File: src/rtl/hazard_scoreboard_if.sv
// ID-stage hazard scoreboard port bundle: the master drives the decoded instruction
// and flush, and the slave returns the stall, busy map and stall statistic.
interface hazard_scoreboard_if #(
    parameter int REG_AW = 5,
    parameter int STAT_W = 32
);
    localparam int NUM_REGS = 2 ** REG_AW;

    logic                id_valid_in;
    logic [REG_AW-1:0]   id_rs1_in;
    logic                id_rs1_used_in;
    logic [REG_AW-1:0]   id_rs2_in;
    logic                id_rs2_used_in;
    logic [REG_AW-1:0]   id_rd_in;
    logic                id_reg_write_in;
    logic [1:0]          id_class_in;
    logic                flush_in;
    logic                stall_out;
    logic [NUM_REGS-1:0] busy_vec_out;
    logic [STAT_W-1:0]   stall_cycles_out;

    modport master (
        output id_valid_in, id_rs1_in, id_rs1_used_in, id_rs2_in, id_rs2_used_in,
               id_rd_in, id_reg_write_in, id_class_in, flush_in,
        input  stall_out, busy_vec_out, stall_cycles_out
    );

    modport slave (
        input  id_valid_in, id_rs1_in, id_rs1_used_in, id_rs2_in, id_rs2_used_in,
               id_rd_in, id_reg_write_in, id_class_in, flush_in,
        output stall_out, busy_vec_out, stall_cycles_out
    );
endinterface

File: src/rtl/hazard_scoreboard.sv
// Per-register countdown scoreboard for multi-cycle results (load/mul/div), with a one-deep
// undo of the last allocation on branch flush and a saturating stall-cycle counter.
module hazard_scoreboard #(
    parameter int REG_AW   = 5,
    parameter int LOAD_LAT = 1,
    parameter int MUL_LAT  = 3,
    parameter int DIV_LAT  = 8,
    parameter int STAT_W   = 32
) (
    input logic                clk,
    input logic                rst,
    hazard_scoreboard_if.slave sb
);
    localparam int NUM_REGS = 2 ** REG_AW;
    localparam int MAX_LM   = (LOAD_LAT > MUL_LAT) ? LOAD_LAT : MUL_LAT;
    localparam int MAX_LAT  = (MAX_LM > DIV_LAT) ? MAX_LM : DIV_LAT;
    localparam int CNT_W    = (MAX_LAT < 1) ? 1 : $clog2(MAX_LAT + 1);

    typedef logic [CNT_W-1:0] cnt_t;

    cnt_t                cnt     [NUM_REGS];
    cnt_t                cnt_nxt [NUM_REGS];
    logic                undo_valid;
    logic [REG_AW-1:0]   undo_rd;
    cnt_t                undo_saved;
    logic [STAT_W-1:0]   stat;
    logic [NUM_REGS-1:0] busy;

    logic hit1, hit2, stall, issue, alloc;
    cnt_t lat, dec_rd;

    always_comb begin
        case (sb.id_class_in)
            2'd1:    lat = cnt_t'(LOAD_LAT);
            2'd2:    lat = cnt_t'(MUL_LAT);
            2'd3:    lat = cnt_t'(DIV_LAT);
            default: lat = '0;
        endcase
    end

    // Hazard checks look at pre-edge counts, so an instruction never stalls on its own rd.
    assign hit1   = sb.id_rs1_used_in && (sb.id_rs1_in != '0) && (cnt[sb.id_rs1_in] != '0);
    assign hit2   = sb.id_rs2_used_in && (sb.id_rs2_in != '0) && (cnt[sb.id_rs2_in] != '0);
    assign stall  = sb.id_valid_in && !sb.flush_in && (hit1 || hit2);
    assign issue  = sb.id_valid_in && !stall && !sb.flush_in;
    assign alloc  = issue && sb.id_reg_write_in && (sb.id_rd_in != '0) && (lat != '0);
    assign dec_rd = (cnt[sb.id_rd_in] == '0) ? '0 : cnt[sb.id_rd_in] - 1'b1;

    always_comb begin
        for (int unsigned r = 0; r < NUM_REGS; r++) begin
            cnt_nxt[REG_AW'(r)] = (cnt[REG_AW'(r)] == '0) ? '0 : cnt[REG_AW'(r)] - 1'b1;
        end
        // Flush suppresses alloc, so the undo branch never competes with a new allocation.
        if (alloc) begin
            cnt_nxt[sb.id_rd_in] = (dec_rd > lat) ? dec_rd : lat;
        end else if (sb.flush_in && undo_valid) begin
            cnt_nxt[undo_rd] = (undo_saved == '0) ? '0 : undo_saved - 1'b1;
        end
        cnt_nxt[0] = '0;
    end

    always_comb begin
        busy = '0;
        for (int unsigned r = 0; r < NUM_REGS; r++) begin
            busy[REG_AW'(r)] = (cnt[REG_AW'(r)] != '0);
        end
    end

    always_ff @(posedge clk or posedge rst) begin
        if (rst) begin
            for (int unsigned r = 0; r < NUM_REGS; r++) begin
                cnt[REG_AW'(r)] <= '0;
            end
            undo_valid <= 1'b0;
            undo_rd    <= '0;
            undo_saved <= '0;
            stat       <= '0;
        end else begin
            for (int unsigned r = 0; r < NUM_REGS; r++) begin
                cnt[REG_AW'(r)] <= cnt_nxt[REG_AW'(r)];
            end
            undo_valid <= alloc;
            if (alloc) begin
                undo_rd    <= sb.id_rd_in;
                undo_saved <= dec_rd;
            end
            if (stall && (stat != '1)) begin
                stat <= stat + 1'b1;
            end
        end
    end

    assign sb.stall_out        = stall;
    assign sb.busy_vec_out     = busy;
    assign sb.stall_cycles_out = stat;
endmodule

File: src/flat_wrapper.sv
// flat-port wrapper written by rule: the top's interface ports become plain ports
module hazard_scoreboard_flat 
#(
    parameter int REG_AW   = 5,
    parameter int LOAD_LAT = 1,
    parameter int MUL_LAT  = 3,
    parameter int DIV_LAT  = 8,
    parameter int STAT_W   = 32
)
  (clk, rst, sb_id_valid_in, sb_id_rs1_in, sb_id_rs1_used_in, sb_id_rs2_in, sb_id_rs2_used_in, sb_id_rd_in, sb_id_reg_write_in, sb_id_class_in, sb_flush_in, sb_stall_out, sb_busy_vec_out, sb_stall_cycles_out);
  hazard_scoreboard_if #(.REG_AW(REG_AW), .STAT_W(STAT_W)) sb_i ();
  input logic clk;
  input logic rst;
  input wire logic [$bits(sb_i.id_valid_in)-1:0] sb_id_valid_in;
  input wire logic [$bits(sb_i.id_rs1_in)-1:0] sb_id_rs1_in;
  input wire logic [$bits(sb_i.id_rs1_used_in)-1:0] sb_id_rs1_used_in;
  input wire logic [$bits(sb_i.id_rs2_in)-1:0] sb_id_rs2_in;
  input wire logic [$bits(sb_i.id_rs2_used_in)-1:0] sb_id_rs2_used_in;
  input wire logic [$bits(sb_i.id_rd_in)-1:0] sb_id_rd_in;
  input wire logic [$bits(sb_i.id_reg_write_in)-1:0] sb_id_reg_write_in;
  input wire logic [$bits(sb_i.id_class_in)-1:0] sb_id_class_in;
  input wire logic [$bits(sb_i.flush_in)-1:0] sb_flush_in;
  output wire logic [$bits(sb_i.stall_out)-1:0] sb_stall_out;
  output wire logic [$bits(sb_i.busy_vec_out)-1:0] sb_busy_vec_out;
  output wire logic [$bits(sb_i.stall_cycles_out)-1:0] sb_stall_cycles_out;
  assign sb_i.id_valid_in = sb_id_valid_in;
  assign sb_i.id_rs1_in = sb_id_rs1_in;
  assign sb_i.id_rs1_used_in = sb_id_rs1_used_in;
  assign sb_i.id_rs2_in = sb_id_rs2_in;
  assign sb_i.id_rs2_used_in = sb_id_rs2_used_in;
  assign sb_i.id_rd_in = sb_id_rd_in;
  assign sb_i.id_reg_write_in = sb_id_reg_write_in;
  assign sb_i.id_class_in = sb_id_class_in;
  assign sb_i.flush_in = sb_flush_in;
  assign sb_stall_out = sb_i.stall_out;
  assign sb_busy_vec_out = sb_i.busy_vec_out;
  assign sb_stall_cycles_out = sb_i.stall_cycles_out;
  hazard_scoreboard #(.REG_AW(REG_AW), .LOAD_LAT(LOAD_LAT), .MUL_LAT(MUL_LAT), .DIV_LAT(DIV_LAT), .STAT_W(STAT_W)) u_core (.clk(clk), .rst(rst), .sb(sb_i));
endmodule
File: config.mk
export PLATFORM = sky130hd
export DESIGN_NAME = hazard_scoreboard_flat
export DESIGN_NICKNAME = d
export VERILOG_FILES = /design/src/rtl/hazard_scoreboard_if.sv /design/src/rtl/hazard_scoreboard.sv /design/src/flat_wrapper.sv
export SDC_FILE = /design/constraint.sdc
export NUM_CORES = 1
export LEC_CHECK = 0
export ABC_AREA = 1
export ABC_CLOCK_PERIOD_IN_PS = 4900
export BUFFER_PORTS_ARGS = -buffer_cell sky130_fd_sc_hd__clkbuf_2
export CORE_ASPECT_RATIO = 0.8
export CORE_MARGIN = 3
export CORE_UTILIZATION = 57
export CTS_CLUSTER_SIZE = 30
export DETAILED_ROUTE_END_ITERATION = 8
export GPL_ROUTABILITY_DRIVEN = 1
export PLACE_DENSITY_LB_ADDON = 0.3
export SLEW_MARGIN = 15
export SYNTH_ARGS = -nofsm -noshare
export SYNTH_HDL_FRONTEND = slang
export SYNTH_SLANG_ARGS = --single-unit
File: constraint.sdc
create_clock -name clk -period 4.9 [get_ports clk]
set_input_delay 0.49 -clock clk [delete_from_list [all_inputs] [get_ports clk]]
set_output_delay 0.49 -clock clk [all_outputs]
set_load 0.1 [all_outputs]
==> parameters.txt <==
Parameter                              Value

Synth
  Number of synthesized flops with an enable pin    0
  Compound-cell area share of the yosys netlist    0.160
  Dominant combinational cell family by area after synthesis    simple AND/OR/NAND/NOR gates
  Post-synthesis mux area share    0.00159
  Share of synthesized cell area in and, or, nand and nor gates    0.407
  Proportion of synthesized flip-flops having asynchronous set or reset    1.00
  Number of instances in the synthesized netlist    2,497
  Area share of fa/ha/maj cells after synthesis    0.00618
  Predominant post-synthesis flop cell    dfrtp_1
  Cell Area, Synth    14,200 sq um
  Sequential share of the synthesized area    0.293
  Synth Area in XOR/XNOR    0.0192
  Synth Register Bits    166
  Mapped Nets    2,528
  Yosys warnings    0
  Avg Inst Size Synth    5.68 sq um
  Cell variety after synth    36

Clocking
  Hold buffers post-CTS    0
  Post-CTS Setup Inserts    0
  Worst-skew pair later-pin latency    0.47 ns
  # clock sinks    166
  Clock slew at reported path FFs    0.07 ns
  Clock tree root buffer cell    clkbuf_16
  H-tree lvl count    4
  Maximum count of clock buffers along a single path    2
  Gates resized, CTS repair    0
  TritonCTS clock tree    yes
  Number of CTS-inserted buffers    17

STA
  Worst slew pin tran    1.31 ns
  Min cycle time layout    3.84 ns
  Max Clock Skew    0.0195 ns
  Setup TNS    0 ns
  Final Cycle Share    0.783
  Unrepaired setup endpoints after global routing    false
  Finish-stage setup viols    0
  Rel. slew slack    0.128
  Hold violation count in the final report    0
  Maximum achievable frequency    261 MHz
  Max-slew violations    0

Global route
  Global routing met3 resource utilization    0.101
  Number of antenna violations at the first check in global routing    2
  Number of global-route vias before repair    15.5k
  Gr ovfl total    0
  Most used routing layer    met2
  Global routing usage on met1    0.547
  GRT met2 Usage    0.577
  Pin count of the biggest net entering global routing    167
  Global-route wire length before repair    83,300 um
  Total global-route track usage    0.392

Finish
  Share of the core filled with cells    0.654
  P&R area growth vs syn    10.2%
  NumNets Final    2,584
  Highest-count cells in the layout ignoring fill and taps    nand2_1, nor2_1, inv_1, o21ai_0, dfrtp_1
  ANT cells    0
  Share of cells above drive strength 1    0.0682
  Post-route cell area    15,600 sq um
  Commonest non-fill, non-tap cell in the layout    nand2_1

Worst setup path
  Beginning of the critical path    sb_id_rs1_in[0]
  Worst Reg2Reg Path Length in Cells    14
  Critical path, cell by cell    clkbuf_2 -> inv_1 -> nand2_1 -> inv_1 -> o21ai_0 -> nand2_1 -> nor2_1 -> nand3_1 -> nand3_1 -> nand3_1 -> nand3b_1 -> a21boi_0 -> clkbuf_2
  Top delay family on crit path    buffers and inverters
  Most frequent CP cell    nand3_1
  Largest driver fanout on the critical path    14
  Critical path start-end classification    input port to primary output
  Worst setup path end    sb_stall_out
  Count of buffer and inverter cells on the critical path    4
  Register-to-Register Setup Slack    1.21 ns
  Startpoint of the worst register-to-register path    u_core.cnt[92]
  Critical Path RT    4.41 ns
  Crit path largest cell delay    0.52 ns
  Critical path arrival    3.35 ns
  Library cell contributing the largest single delay on the critical path    clkbuf_2
  Reg-to-reg critical path endpoint    u_core.cnt[7]
  Stages on worst setup path    13
  Critical path startpoint category    input port
  Kind of capture point of the worst setup path    primary output

Detailed routing
  Post-detailed-routing wire length    53,200 um
  DRC violation total after the first TritonRoute iteration    2,536
  Post-route ant nets    0
  Drt pass-1 iters    8
  Post-route DRC    0
  Post-detailed-route wirelength per cell    18.5 um
  Via Count    17.1k
  Vias per Instance    5.93

Placement
  RD Place Congestion    1.03
  Number of buffers added on ports    87
  HPWL Detailed    37,300 um
  Area after detailed placement    15,000 sq um

Floorplanning
  Die span in y    147 um
  Effective utilization at floorplan    0.593
  Die boundary width    182 um
  Std cell rows    50
  Total core area    23,900 sq um
  Number of top-level design ports    89
  Total Die Area    26,800 sq um

Power
  Pwr dens    595 nW/um^2
  VDD IR-drop max    1050 uV
  Cell leakage power    0.00755 uW

Status
  Run status    complete, no violations

Worst hold path
  Class of the tightest hold or removal check    input port to asynchronous set/reset pin

Flow run
  Max-Cap Viols    0
## synth_stat cells, types with 5 or more instances
library cell	n	area, sq um
nand2_1	777	2920
nor2_1	486	1820
inv_1	323	1210
o21ai_0	259	1300
dfrtp_1	166	4150
nand3_1	131	656
a21oi_1	83	415
o211ai_1	47	353
clkbuf_1	46	173
nor3_1	37	185
buf_2	34	170
xor2_1	18	158
xnor2_1	13	114
o21ai_1	10	50.1
nand4_1	9	56.3
nor4_1	8	50.1
ha_1	7	87.6
o2111ai_1	6	52.6
o22ai_1	5	31.3
or2_2	5	31.3
## area by class of cell
type / count / area, sq um
Inverter: 326 / 1230
Clock buffer: 18 / 439
Multi-Input combinational cell: 1920 / 8460
Clock inverter: 14 / 141
Timing Repair Buffer: 122 / 811
Tap cell: 312 / 390
Sequential cell: 166 / 4150
Fill cell: 2276 / 8280
## tightest hold or removal path, stage by stage
cell and delay, ns:
clkbuf_2 0.10, clkinvlp_4 0.07, buf_12 0.58
## worst min-delay path by stage
stage | from | end | cells past startpoint
floorplan | u_core.undo_saved[1] | u_core.undo_saved[1] | 2
global placement | u_core.undo_saved[1] | u_core.undo_saved[1] | 2
detailed placement | u_core.sb.stall_cycles_out[5] | u_core.sb.stall_cycles_out[5] | 2
CTS | rst | u_core.cnt[91] | 3
global route | rst | u_core.cnt[95] | 3
finish | rst | u_core.cnt[87] | 3
## per-layer routing
metal  vias to the layer above  part of all wire
li1                       7963                 -
met1                      7644              0.40
met2                      1238              0.42
met3                       211              0.14
met4                         4             0.047
met5                         -           0.00066
## registers in the layout, indices dropped and copies added (netlist names)
register / cells
u_core.undo_rd: 5
u_core.undo_valid: 1
u_core.sb.stall_cycles_out: 32
u_core.cnt: 124
u_core.undo_saved: 4
## report_power, final
group	internal (uW)	total [uW]	switching, uW	leakage [uW]
Combinational	1320	5700	4380	0.00510
Sequential	1780	2180	403	0.00217
Clock	729	1420	688	0.000278
Total	3820	9290	5470	0.00755
## cell families (layout without fill, tap and decap cells)
family,count (synthesis),count (layout)
compound gates,419,419
xor+xnor,31,31
fa+ha+maj,7,7
buf+inv,411,480
flops,166,166
mux,2,2
other cells,1,1
simple gates,1460,1460
## metrics by stage
| stage | instances | total power [uW] | hold WS [ns] | setup WS, ns |
|---|---|---|---|---|
| 2_1_floorplan | 2497 | 6220 | 0.471 | 0.398 |
| 3_3_place_gp | 2846 | 7550 | 0.511 | 1.03 |
| 3_5_place_dp | 2846 | 7690 | 0.532 | 0.905 |
| 4_1_cts | 2878 | 9100 | 0.370 | 1.23 |
| 5_1_grt | 2878 | 9850 | 0.403 | 0.916 |
| 6_report | 2878 | 9290 | 0.247 | 1.06 |
Note: power is estimated with default switching activity, not from simulation.
